[src/rtl/ifetch_prefetch_if.sv]
// Pipelined instruction-bus bundle between the fetch unit (master) and the
// instruction memory (slave); responses return in request order.
interface ifetch_prefetch_if #(
    parameter int unsigned ADDR_W = 32,
    parameter int unsigned DATA_W = 32
);
    logic              inst_cyc_out;
    logic              inst_stb_out;
    logic [ADDR_W-1:0] inst_addr_out;
    logic              inst_ack_in;
    logic [DATA_W-1:0] inst_data_in;
    logic              inst_stall_in;

    modport master (
        output inst_cyc_out,
        output inst_stb_out,
        output inst_addr_out,
        input  inst_ack_in,
        input  inst_data_in,
        input  inst_stall_in
    );

    modport slave (
        input  inst_cyc_out,
        input  inst_stb_out,
        input  inst_addr_out,
        output inst_ack_in,
        output inst_data_in,
        output inst_stall_in
    );
endinterface

[src/rtl/ifetch_prefetch.sv]
// Sequential instruction prefetcher: credit-limited pipelined fetch into a
// show-ahead FIFO, with redirect flush and discard of stale in-flight responses.
module ifetch_prefetch #(
    parameter int unsigned       ADDR_W   = 32,
    parameter int unsigned       DATA_W   = 32,
    parameter int unsigned       DEPTH    = 4,
    parameter logic [ADDR_W-1:0] RESET_PC = '0
) (
    input  logic                sys_clk,
    input  logic                sys_rst,
    ifetch_prefetch_if.master   bus,
    input  logic                redirect_in,
    input  logic [ADDR_W-1:0]   redirect_addr_in,
    input  logic                dec_enb_in,
    output logic                inst_valid_out,
    output logic [DATA_W-1:0]   inst_out,
    output logic [ADDR_W-1:0]   pc_out,
    output logic                busy_out
);
    localparam int unsigned PW = (DEPTH > 1) ? $clog2(DEPTH) : 1;
    localparam int unsigned CW = PW + 1;
    localparam int unsigned SW = CW + 1;

    typedef enum logic [1:0] {IDLE, FETCH, FLUSH} state_t;

    state_t            state, state_n;
    logic [ADDR_W-1:0] fetch_pc, fetch_pc_n;
    logic              pend_valid, pend_valid_n;
    logic [ADDR_W-1:0] pend_pc, pend_pc_n;
    logic [CW-1:0]     outstanding, outstanding_n;
    logic [CW-1:0]     discard, discard_n;
    logic [CW-1:0]     count;
    logic [PW-1:0]     wr_ptr, rd_ptr, tag_wr, tag_rd;

    logic [DATA_W-1:0] fifo_data [DEPTH];
    logic [ADDR_W-1:0] fifo_pc   [DEPTH];
    logic [ADDR_W-1:0] tag_q     [DEPTH];

    logic [SW-1:0]     credit_used;
    logic              stb, accept, ack, push, pop;
    logic [ADDR_W-1:0] redirect_aligned;

    assign redirect_aligned = redirect_addr_in & ~ADDR_W'(3);

    always_comb begin
        credit_used   = {1'b0, count} + {1'b0, outstanding};
        stb           = (state != IDLE) && (credit_used < SW'(DEPTH));
        accept        = stb && !bus.inst_stall_in;
        ack           = bus.inst_ack_in && (outstanding != '0);
        push          = ack && (discard == '0) && !redirect_in;
        pop           = dec_enb_in && (count != '0) && !redirect_in;
        outstanding_n = outstanding + CW'(accept) - CW'(ack);

        if (redirect_in)
            discard_n = outstanding_n;
        else
            discard_n = discard - CW'(ack && (discard != '0)) + CW'(accept && pend_valid);

        fetch_pc_n   = fetch_pc;
        pend_valid_n = pend_valid;
        pend_pc_n    = pend_pc;
        // A stalled request must stay on the bus across a redirect; the new PC
        // waits in pend_pc until that request is accepted (and then discarded).
        if (redirect_in) begin
            if (stb && bus.inst_stall_in) begin
                pend_valid_n = 1'b1;
                pend_pc_n    = redirect_aligned;
            end else begin
                fetch_pc_n   = redirect_aligned;
                pend_valid_n = 1'b0;
            end
        end else if (accept) begin
            fetch_pc_n   = pend_valid ? pend_pc : fetch_pc + ADDR_W'(4);
            pend_valid_n = 1'b0;
        end

        if (state == IDLE)
            state_n = FETCH;
        else if ((discard_n != '0) || pend_valid_n)
            state_n = FLUSH;
        else
            state_n = FETCH;
    end

    always_ff @(posedge sys_clk) begin
        if (sys_rst) begin
            state       <= IDLE;
            fetch_pc    <= RESET_PC;
            pend_valid  <= 1'b0;
            pend_pc     <= '0;
            outstanding <= '0;
            discard     <= '0;
            count       <= '0;
            wr_ptr      <= '0;
            rd_ptr      <= '0;
            tag_wr      <= '0;
            tag_rd      <= '0;
        end else begin
            state       <= state_n;
            fetch_pc    <= fetch_pc_n;
            pend_valid  <= pend_valid_n;
            pend_pc     <= pend_pc_n;
            outstanding <= outstanding_n;
            discard     <= discard_n;
            if (accept) tag_wr <= tag_wr + PW'(1);
            if (ack)    tag_rd <= tag_rd + PW'(1);
            if (redirect_in) begin
                count  <= '0;
                wr_ptr <= '0;
                rd_ptr <= '0;
            end else begin
                count <= count + CW'(push) - CW'(pop);
                if (push) wr_ptr <= wr_ptr + PW'(1);
                if (pop)  rd_ptr <= rd_ptr + PW'(1);
            end
        end
    end

    // Storage arrays carry no reset; validity is tracked by the counters above.
    always_ff @(posedge sys_clk) begin
        if (accept)
            tag_q[tag_wr] <= fetch_pc;
        if (push) begin
            fifo_data[wr_ptr] <= bus.inst_data_in;
            fifo_pc[wr_ptr]   <= tag_q[tag_rd] + ADDR_W'(4);
        end
    end

    assign bus.inst_stb_out  = stb;
    assign bus.inst_cyc_out  = stb || (outstanding != '0);
    assign bus.inst_addr_out = fetch_pc;
    assign inst_valid_out    = (count != '0);
    assign inst_out          = inst_valid_out ? fifo_data[rd_ptr] : '0;
    assign pc_out            = inst_valid_out ? fifo_pc[rd_ptr] : '0;
    assign busy_out          = (outstanding != '0) || (discard != '0);
endmodule

[src/flat_wrapper.sv]
// flat-port wrapper written by rule: the top's interface ports become plain ports
module ifetch_prefetch_flat 
#(
    parameter int unsigned       ADDR_W   = 32,
    parameter int unsigned       DATA_W   = 32,
    parameter int unsigned       DEPTH    = 4,
    parameter logic [ADDR_W-1:0] RESET_PC = '0
)
  (sys_clk, sys_rst, redirect_in, redirect_addr_in, dec_enb_in, inst_valid_out, inst_out, pc_out, busy_out, bus_inst_cyc_out, bus_inst_stb_out, bus_inst_addr_out, bus_inst_ack_in, bus_inst_data_in, bus_inst_stall_in);
  ifetch_prefetch_if #(.ADDR_W(ADDR_W), .DATA_W(DATA_W)) bus_i ();
  input  logic sys_clk;
  input  logic sys_rst;
  input  logic redirect_in;
  input  logic [ADDR_W-1:0] redirect_addr_in;
  input  logic dec_enb_in;
  output logic inst_valid_out;
  output logic [DATA_W-1:0] inst_out;
  output logic [ADDR_W-1:0] pc_out;
  output logic busy_out;
  output wire logic [$bits(bus_i.inst_cyc_out)-1:0] bus_inst_cyc_out;
  output wire logic [$bits(bus_i.inst_stb_out)-1:0] bus_inst_stb_out;
  output wire logic [$bits(bus_i.inst_addr_out)-1:0] bus_inst_addr_out;
  input wire logic [$bits(bus_i.inst_ack_in)-1:0] bus_inst_ack_in;
  input wire logic [$bits(bus_i.inst_data_in)-1:0] bus_inst_data_in;
  input wire logic [$bits(bus_i.inst_stall_in)-1:0] bus_inst_stall_in;
  assign bus_inst_cyc_out = bus_i.inst_cyc_out;
  assign bus_inst_stb_out = bus_i.inst_stb_out;
  assign bus_inst_addr_out = bus_i.inst_addr_out;
  assign bus_i.inst_ack_in = bus_inst_ack_in;
  assign bus_i.inst_data_in = bus_inst_data_in;
  assign bus_i.inst_stall_in = bus_inst_stall_in;
  ifetch_prefetch #(.ADDR_W(ADDR_W), .DATA_W(DATA_W), .DEPTH(DEPTH), .RESET_PC(RESET_PC)) u_core (.sys_clk(sys_clk), .sys_rst(sys_rst), .bus(bus_i), .redirect_in(redirect_in), .redirect_addr_in(redirect_addr_in), .dec_enb_in(dec_enb_in), .inst_valid_out(inst_valid_out), .inst_out(inst_out), .pc_out(pc_out), .busy_out(busy_out));
endmodule
[config.mk]
export PLATFORM = sky130hd
export DESIGN_NAME = ifetch_prefetch_flat
export DESIGN_NICKNAME = d
export VERILOG_FILES = /design/src/rtl/ifetch_prefetch_if.sv /design/src/rtl/ifetch_prefetch.sv /design/src/flat_wrapper.sv
export SDC_FILE = /design/constraint.sdc
export NUM_CORES = 1
export LEC_CHECK = 0
export CORE_MARGIN = 10
export CORE_UTILIZATION = 35
export CTS_BUF_LIST = sky130_fd_sc_hd__clkbuf_8
export CTS_CLUSTER_DIAMETER = 50
export DETAILED_ROUTE_END_ITERATION = 8
export MAX_ROUTING_LAYER = met4
export PLACE_DENSITY_LB_ADDON = 0.05
export SYNTH_ARGS = -nofsm -noshare
export SYNTH_HDL_FRONTEND = slang
export SYNTH_SLANG_ARGS = --single-unit
[constraint.sdc]
create_clock -name sys_clk -period 5.9 [get_ports sys_clk]
set_clock_uncertainty 0.2 [all_clocks]
set_input_delay 1.475 -clock sys_clk [delete_from_list [all_inputs] [get_ports sys_clk]]
set_output_delay 1.475 -clock sys_clk [all_outputs]
set_load 0.05 [all_outputs]
After elaboration in Yosys (flattened, before gate mapping)
Memories as Yosys holds them, arrays and structs flattened. A register that Yosys moved wholly into a read port is not among the register bits.
Index checks and enable logic that the tools add are counted.
{"block": "totals", "reg_bits": 82, "wordCells": 79, "mem_bits_rw": 384, "out_inout_bits": 100, "memories": 3, "in_bits": 70}
{"block": "classes", "addsub": 13, "mux": 22, "n_lt_le_gt_ge": 1, "n_reduce_logical": 27, "n_eq_ne": 1}
{"memory": "u_core.fifo_data", "depth": 4, "word_bits": 32, "rd": 1, "rd_ports_with_merged_regs": 1, "wr": 1, "line": "ifetch_prefetch.sv:35", "text": "logic [DATA_W-1:0] fifo_data [DEPTH];"}
{"memory": "u_core.fifo_pc", "depth": 4, "word_bits": 32, "rd": 1, "rd_ports_with_merged_regs": 1, "wr": 1, "line": "ifetch_prefetch.sv:36", "text": "logic [ADDR_W-1:0] fifo_pc [DEPTH];"}
{"memory": "u_core.tag_q", "depth": 4, "word_bits": 32, "rd": 1, "rd_ports_with_merged_regs": 1, "wr": 1, "line": "ifetch_prefetch.sv:37", "text": "logic [ADDR_W-1:0] tag_q [DEPTH];"}
{"operator": "32-bit 2-to-1 mux", "n": 6}
{"operator": "32-bit by 3-bit adder with 32-bit output (second input constant)", "n": 2}
{"operator": "2-bit 2-to-1 mux", "n": 7}
{"operator": "3-bit nonzero test", "n": 4}
{"operator": "1-bit logical AND", "n": 10}
{"operator": "3-bit by 1-bit adder with 3-bit output", "n": 3}
{"operator": "3-bit by 1-bit subtractor with 3-bit output", "n": 3}
{"operator": "2-bit by 1-bit adder with 2-bit output (second input constant)", "n": 4}
{"operator": "1-bit 2-to-1 mux", "n": 8}
{"operator": "3-bit by 3-bit adder with 4-bit output", "n": 1}
{"operator": "4-bit by 3-bit less-than comparator with 1-bit output (second input constant)", "n": 1}
{"operator": "2-bit AND reduction", "n": 2}
{"operator": "2-bit nonzero test", "n": 2}
{"operator": "2-bit OR reduction", "n": 2}
{"operator": "3-bit zero test", "n": 1}
{"operator": "1-bit logical OR", "n": 3}
{"operator": "3-bit 2-to-1 mux", "n": 1}
{"operator": "1-bit zero test", "n": 2}
{"operator": "2-bit zero test", "n": 1}
{"operator": "2-bit != test (second input constant)", "n": 1}

Depth between registers and ports, before layout
Gate-level depths: netlist of the first run.
{"block": "depth", "depth_word": 11, "ltp_mapped": 12, "mapped_depth_nobuf": 11}

Worst setup path before layout of the first run
No wires, ideal clock.
{"block": "synth_timing", "path_kind": "input -> register", "start": "input redirect_in", "end": "memory u_core.fifo_data[0][0], enable pin", "path_slack_ns": 1.511, "arrival_ns": 3.763, "cell_stages": 5, "required_ns": 5.273, "setup_ns": 0.427, "n_path_buf": 3, "path_cell_list": "clkbuf_1 -> clkbuf_1 -> buf_1 -> nor2_1 -> and2_1"}
{"block": "synth_via", "elab_chain_cells": 4}
{"item": "start: declaration", "line": "flat_wrapper.sv:13", "text": "input logic redirect_in;"}
{"item": "1-bit zero test", "line": "ifetch_prefetch.sv:50", "text": "push = ack && (discard == '0) && !redirect_in;"}
{"item": "1-bit logical AND", "line": "ifetch_prefetch.sv:50"}
{"item": "via u_core.push", "line": "ifetch_prefetch.sv:40", "text": "logic stb, accept, ack, push, pop;"}
{"item": "1-bit 2-to-1 mux", "line": "ifetch_prefetch.sv:123", "text": "if (push) begin"}
{"item": "1-bit 2-to-1 mux (implied by the code)", "line": "ifetch_prefetch.sv:124", "text": "fifo_data[wr_ptr] <= bus.inst_data_in;"}
{"item": "end: declaration", "line": "ifetch_prefetch.sv:35"}
The timed path passes the listed nets, and every way through them passes these cells.

==> summary.txt, run 1 <==
Cells and area
  – Nets@finish: 1506
  – Area Overhead vs Synth: 20.3%
  – N_diodes: 0
  – Filler cells: 4870
  – Proportion of layout cells with a drive suffix above 1: 0.160

Detailed routing
  – Via count: 10.8k
  – Post-DRT Antenna Nets: 0
  – Wire length per cell: 20.5 um
  – DRT Pass-1 Iters: 5
  – Vias per inst: 5.00
  – DRT Wirelength: 44400 um
  – DRC errors left: 0
  – Iteration-0 DRC Markers: 644

Global route
  – Grt ovf: 0
  – Initial antenna violation count: 0
  – First-pass GRT wire length: 69500 um
  – Vias in the first global route: 11.6k
  – GRT Total Usage: 0.146
  – Pin count of the biggest net entering global routing: 65

Die
  – Num ports: 170
  – Die Span Y: 252 um
  – Starting density of the core: 0.356
  – Die Wd: 252 um
  – Row count: 84
  – Core footprint: 52900 um^2
  – Die area: 63400 um^2

Timing
  – Tcrit/Tclk final: 0.818
  – Fin. max-slew vios: 0
  – Setup TNS: 0 ns
  – Slew HR: 0.180
  – RSZ-0062 raised after global routing: no
  – Final count of hold timing violations: 0
  – Slew @ Worst Pin: 1.22 ns
  – Fin crit period: 4.82 ns
  – Setup-failing EPs final: 0
  – Fmax: 207 MHz

Worst setup path
  – Worst Path Required: 4.22 ns
  – CP top delay family: buffers and inverters
  – Worst path max stage delay: 0.85 ns
  – Worst Path Class, Setup: reg -> out
  – Crit-path cells: buf_4, mux4_2, nor2b_1, clkdlybuf4s50_1
  – Crit end category: output port
  – WP data arrival: 3.15 ns
  – Buf/Inv on CP: 2
  – Crit path launch type: flop
  – Max FO, Critical Path: 48
  – Slowest stage cell, crit path: dfxtp_4

Clock tree
  – Num CTS Buffers: 79
  – Worst skew pair latency: 0.64 ns
  – CTS root buf: clkbuf_8
  – H-tree Lvls: 3
  – Post-CTS Hold Buffers: 0
  – Clock tree buffer depth: 3
  – Post-CTS setup buffers: 0
  – CTS sink cnt: 452
  – # resized after CTS: 0
  – Clk slew on worst S/H paths: 0.05 ns
  – CTS tree: built

Placement
  – Port Buffers: 163
  – Hpwl dp: 27700 um
  – Global placement routability congestion: 0.751

Logic synthesis
  – Most common cell in the synthesized netlist: edfxtp_1
  – Post-synth ARST share: 0
  – Post-synth EDFFs: 368
  – Dominant cell type by area after synthesis: edfxtp_1
  – Top FF cell, synth: edfxtp_1
  – Syn avg cell area: 15.4 um^2
  – Most frequent cells after synthesis: edfxtp_1 (368), nand2_1 (104), mux4_2 (91), dfxtp_1 (84), a21oi_1 (70)
  – Synth warnings: 0
  – Post-synthesis cell area: 18800 um^2
  – Count of different cell masters after synthesis: 60
  – Sequential area share after synthesis: 0.677
  – #FFs+latches synth: 452
  – Gate Count Post-Synth: 1222
  – Synth top area share: 0.587
  – Main area contributors after synthesis: edfxtp_1 (59%), mux4_2 (11%), dfxtp_1 (8.9%), nor2b_1 (2.3%), nand2_1 (2.1%)

Power and ir drop
  – Final Power: 0.00889 W
  – PwrDens: 393 nW/um^2
  – Max VDD drop: 0.261 mV
  – Leak: 7.28 nW

Min path
  – Worst Hold Class: reg -> reg

Job
  – Max Cap Viol: 0

Outcome
  – Outcome: complete, no violations
==> per-layer routing <==
layer	vias to the layer above	global-route usage	wire, um
met2	268	0.239	21800
met3	70	0.0320	2160
li1	5067	-	-
met1	5398	0.176	19400
met4	0	0.0516	962
met5	-	-	0
==> cells by family after synthesis <==
logic type               synth area share
buffers and inverters              0.0238
XOR/XNOR                           0.0213
AND/OR/NAND/NOR                    0.0996
adder cells (fa/ha/maj)            0.0152
flip-flops                          0.677
multiplexers                        0.114
AO/OA/AOI/OAI                      0.0491
other                            0.000199
==> flip-flops by register name, indices dropped and copies added (netlist names), named ones only <==
signal,cells
u_core.state,2
u_core.tag_q,120
u_core.wr_ptr,2
u_core.count,3
u_core.tag_rd,2
u_core.fifo_data,128
u_core.rd_ptr,2
u_core.discard,3
u_core.outstanding,3
u_core.bus.inst_addr_out,30
u_core.pend_valid,1
u_core.pend_pc,30
u_core.tag_wr,2
u_core.fifo_pc,120
==> worst min-delay path: cells and delay by family (launching register included) <==
| family | cells | cell delay, ns |
|---|---|---|
| simple gates | 1 | 0.05 |
| flops | 1 | 0.30 |
| compound gates | 1 | 0.05 |
==> where the power goes <==
| group | total, W | switching (W) | internal (W) |
|---|---|---|---|
| Combinational | 0.00210 | 0.00132 | 0.000780 |
| Sequential | 0.00420 | 0.000257 | 0.00394 |
| Clock | 0.00259 | 0.00123 | 0.00136 |
| Total | 0.00889 | 0.00281 | 0.00608 |
==> cell usage in the layout (no fill, tap or decap), drive strengths merged, types with 4 or more instances in the layout <==
master         netlist  routed
o32ai                4       4
xnor2               29      29
nand4               26      26
dfxtp               84      84
mux2i                7       7
edfxtp             368     368
a21oi               71      71
and4                 7       7
conb                 1       4
and2                14      14
a21o                 5       5
nor2                50      50
nand2b               4       4
o21ai               26      26
clkdlybuf4s50        0     161
buf                 26      21
nor3                14      14
a31oi               10      10
ha                  18      18
nor2b               69      69
clkinv               1      21
mux4                92      92
nand3               25      25
inv                 29      59
xor2                14      14
or2                  4       4
nor3b                4       4
and3                16      16
o211ai               6       6
clkbuf              47      85
a221o                6       6
a211oi              11      11
nand2              104     104
nor4                 6       6
==> metrics by stage <==
stage               utilization  hold slack [ns]  instances  setup WS [ns]  cell area (um^2)
finish                    0.428            0.249       2161           1.08             22600
global route              0.428            0.274       2161          0.870             22600
CTS                       0.428            0.250       2161          0.910             22600
detailed placement        0.401            0.243       2022           1.33             21200
global placement          0.401            0.237       2022           1.39             21200
floorplan                     -            0.231       1225           1.51             18800
==> path summary, 6_finish.rpt <==
path | start | to | slack (ns) | depth (start not counted)
setup / recovery | flop | inst_out[8] | 1.08 | 4
hold / removal | u_core.pend_pc[17] | u_core.pend_pc[17] | 0.25 | 2
setup reg to reg | u_core.outstanding[1] | u_core.state[1] | 2.64 | 11
hold reg to reg | u_core.pend_pc[17] | u_core.pend_pc[17] | 0.25 | 2
==> cell type report <==
class | count | area (um^2) | share of cell area
timing repair buffer | 182 | 1830 | 0.0807
inverter | 30 | 113 | 0.00498
clock buffer | 85 | 1170 | 0.0517
clock inverter | 54 | 248 | 0.0110
multi-input combinational | 670 | 5660 | 0.250
sequential | 452 | 12700 | 0.563
tap | 688 | 861 | 0.0380
Note: power is estimated with default switching activity, not from simulation.
==> inputs of run 2 (changes only) <==
- clock period: 5.9 -> 4.2 ns (I/O delays scaled with it)
==> run 2 against run 1 <==
Effect of this change:
- sequential cell count stayed put
- count of clock-buffer cells in the layout is 2 higher
- largest power group unchanged
- sequential power is 40% higher
- critical endpoint is now pc_out[12]
- critical path depth stayed put
- largest cell class unchanged
==> summary.txt, run 2 (synthesis gave the netlist of run 1 again) <==
Cells and area
  – Commonest non-fill, non-tap cell in the layout: edfxtp_1
  – Area Overhead vs Synth: 22.6%
  – Max reg flops: 128 (unchanged)
  – Regs by FF count: u_core.fifo_data (128), u_core.fifo_pc (120), u_core.tag_q (120)
  – Fin cells: 2198 (+1.7%)
  – Multi-input logic area: 5660 um^2 (about the same)
  – Nets@finish: 1536 (+2.0%)
  – Most frequent cells in the layout: edfxtp_1 (368), clkdlybuf4s50_1 (131), nand2_1 (104)
  – N_diodes: 0 (unchanged)
  – Biggest register: u_core.fifo_data
  – Post-route cell area: 23100 um^2 (+1.9%)
  – Proportion of layout cells with a drive suffix above 1: 0.177 (+0.0179)
  – Filler cells: 4869 (-0.021%)
  – Sequential cell area: 12700 um^2 (about the same)

Detailed routing
  – Via count: 10.9k (+0.82%)
  – DRC errors left: 0 (unchanged)
  – DRT Wirelength: 45000 um (+1.5%)
  – Post-DRT Antenna Nets: 0 (unchanged)
  – Iteration-0 DRC Markers: 658 (+2.2%)
  – Vias per inst: 4.96 (-0.87%)
  – DRT Pass-1 Iters: 5 (unchanged)
  – Wire length per cell: 20.5 um (-0.22%)

Clock tree
  – Clk slew on worst S/H paths: 0.06 ns (about the same)
  – CTS sink cnt: 452 (unchanged)
  – Num CTS Buffers: 83 (+5.1%)
  – Post-CTS Hold Buffers: 0 (unchanged)
  – CTS root buf: clkbuf_8
  – Clock tree buffer depth: 3 (unchanged)
  – H-tree Lvls: 3 (unchanged)
  – CTS tree: built
  – Worst skew pair latency: 0.64 ns (about the same)

Global route
  – First-pass GRT wire length: 69900 um (+0.59%)
  – Vias in the first global route: 11.7k (+0.77%)
  – Initial antenna violation count: 0 (unchanged)
  – Grt ovf: 0 (unchanged)
  – Pin count of the biggest net entering global routing: 65 (unchanged)
  – GRT Total Usage: 0.147 (+0.00128)

Die
  – Num ports: 170 (unchanged)
  – Starting density of the core: 0.356 (unchanged)
  – Die Span Y: 252 um (unchanged)
  – Core footprint: 52900 um^2 (unchanged)
  – Die Wd: 252 um (unchanged)
  – Row count: 84 (unchanged)
  – Die area: 63400 um^2 (unchanged)

Timing
  – RSZ-0062 raised after global routing: no
  – Final count of hold timing violations: 0 (unchanged)
  – Fin. max-slew vios: 0 (unchanged)
  – Fin crit period: 4.03 ns
  – Slew HR: 0.244 (+0.0633)
  – Tcrit/Tclk final: 0.960
  – Setup-failing EPs final: 0 (unchanged)
  – Fmax: 248 MHz
  – Final WS setup: 0.168 ns (-0.908 ns)
  – Setup TNS: 0 ns (unchanged)
  – Slew @ Worst Pin: 1.13 ns (-0.0896 ns)

Power and ir drop
  – Internal power: 0.00872 W (+43%)
  – Seq pwr share: 0.462 (-0.010)
  – Clk pwr share: 0.301 (+0.010)
  – Max VDD drop: 0.396 mV (+52%)
  – Sw Share: 0.314 (-0.00124)
  – Leak: 7.84 nW (+7.6%)
  – Comb pwr share: 0.237 (about the same)
  – Net Switching: 0.00400 W (+43%)
  – PwrDens: 552 nW/um^2 (+40%)

Placement
  – Global placement routability congestion: 0.755 (+0.59%)
  – Placed cell area: 21500 um^2 (+1.4%)
  – Port Buffers: 163 (unchanged)
  – Hpwl dp: 29300 um (+5.8%)
  – Place WS: 0.458 ns (-0.873 ns)
  – Placed Cells: 2048 (+1.3%)

Worst setup path
  – Max FO, Critical Path: 31 (-35%)
  – CP top delay family: buffers and inverters
  – Worst path max stage delay: 0.85 ns (about the same)
  – WP data arrival: 2.78 ns (-0.37 ns)
  – Crit end category: output port
  – Worst Path Class, Setup: reg -> out
  – Worst Path Required: 2.95 ns (-1.27 ns)
  – Crit-path cells: buf_12, mux4_2, nor2b_1, clkdlybuf4s50_1
  – Slowest stage cell, crit path: clkdlybuf4s50_1
  – Buf/Inv on CP: 2 (unchanged)
  – Crit path launch type: flop

Min path
  – Worst Hold Class: reg -> reg

Job
  – Max Cap Viol: 0 (unchanged)

Outcome
  – Outcome: complete, no violations
-- run 2: changes by cell type in the layout (fill, tap and decap cells not counted), moves of 2 or more --
| cell | delta |
|---|---|
| inv_1 | -2 |
| buf_12 | +9 |
| buf_4 | +17 |
| and2_1 | +4 |
| dlymetal6s2s_1 | +15 |
| clkdlybuf4s50_1 | -30 |
| clkbuf_8 | +2 |
| clkinvlp_4 | +2 |
| and2_2 | -4 |
| dlygate4sd2_1 | +15 |
| inv_6 | +2 |
| clkinv_2 | +5 |
-- run 2: stage by stage --
stage / power [W] / utilization / hold slack [ns]
finish: 0.0127 / 0.436 / 0.251
CTS: 0.0130 / 0.435 / 0.251
floorplan: 0.00798 / - / 0.231
global route: 0.0135 / 0.436 / 0.272
global placement: 0.00903 / 0.407 / 0.238
detailed placement: 0.00907 / 0.407 / 0.244
-- run 2: final timing paths --
path	start	endpoint	slack, ns	cells past startpoint
worst max-delay path	flop	pc_out[12]	0.17	4
worst min-delay path	u_core.pend_pc[21]	u_core.pend_pc[21]	0.25	2
worst max register to register	u_core.count[2]	u_core.bus.inst_addr_out[9]	0.94	7
worst min register to register	u_core.pend_pc[21]	u_core.pend_pc[21]	0.25	2
-- run 2: timing repair --
action	4_1_cts	5_1_grt
setup buffers	0	0
gates cloned	0	0
resized for setup	15	15
endpoints found under the setup margin	15	15
-- run 2: layout make-up --
cell class	count	share of cell area
multi-input cells	670	0.245
flip-flops and latches	452	0.553
clock inverters	63	0.0144
clock buffers	87	0.0519
inverters	30	0.00488
well taps	688	0.0373
repair buffers	208	0.0934
-- run 2: routing by layer --
| metal | share of wire | track usage | wire length [um] |
|---|---|---|---|
| met5 | 0 | - | 0 |
| met4 | 0.021 | 0.0471 | 941 |
| met3 | 0.047 | 0.0361 | 2110 |
| met2 | 0.50 | 0.246 | 22600 |
| met1 | 0.43 | 0.173 | 19400 |
-- run 2: power by group through the flow --
stage / Combinational (W) / Clock, W / Sequential [W]
after detailed placement: 0.00309 / 0 / 0.00598
after CTS: 0.00309 / 0.00401 / 0.00589
after floorplan: 0.00188 / 0 / 0.00610
after global placement: 0.00306 / 0 / 0.00597
after global routing: 0.00330 / 0.00422 / 0.00594
final: 0.00301 / 0.00383 / 0.00588
-- run 2: worst reg2reg max path, cell delays in order, from the launching register on --
cell and delay (ns):
dfxtp_1 0.41, ha_1 0.26, or3_4 0.36, or3_1 0.44
a21oi_2 0.87, buf_4 0.32, a21oi_1 0.05, a211oi_1 0.24
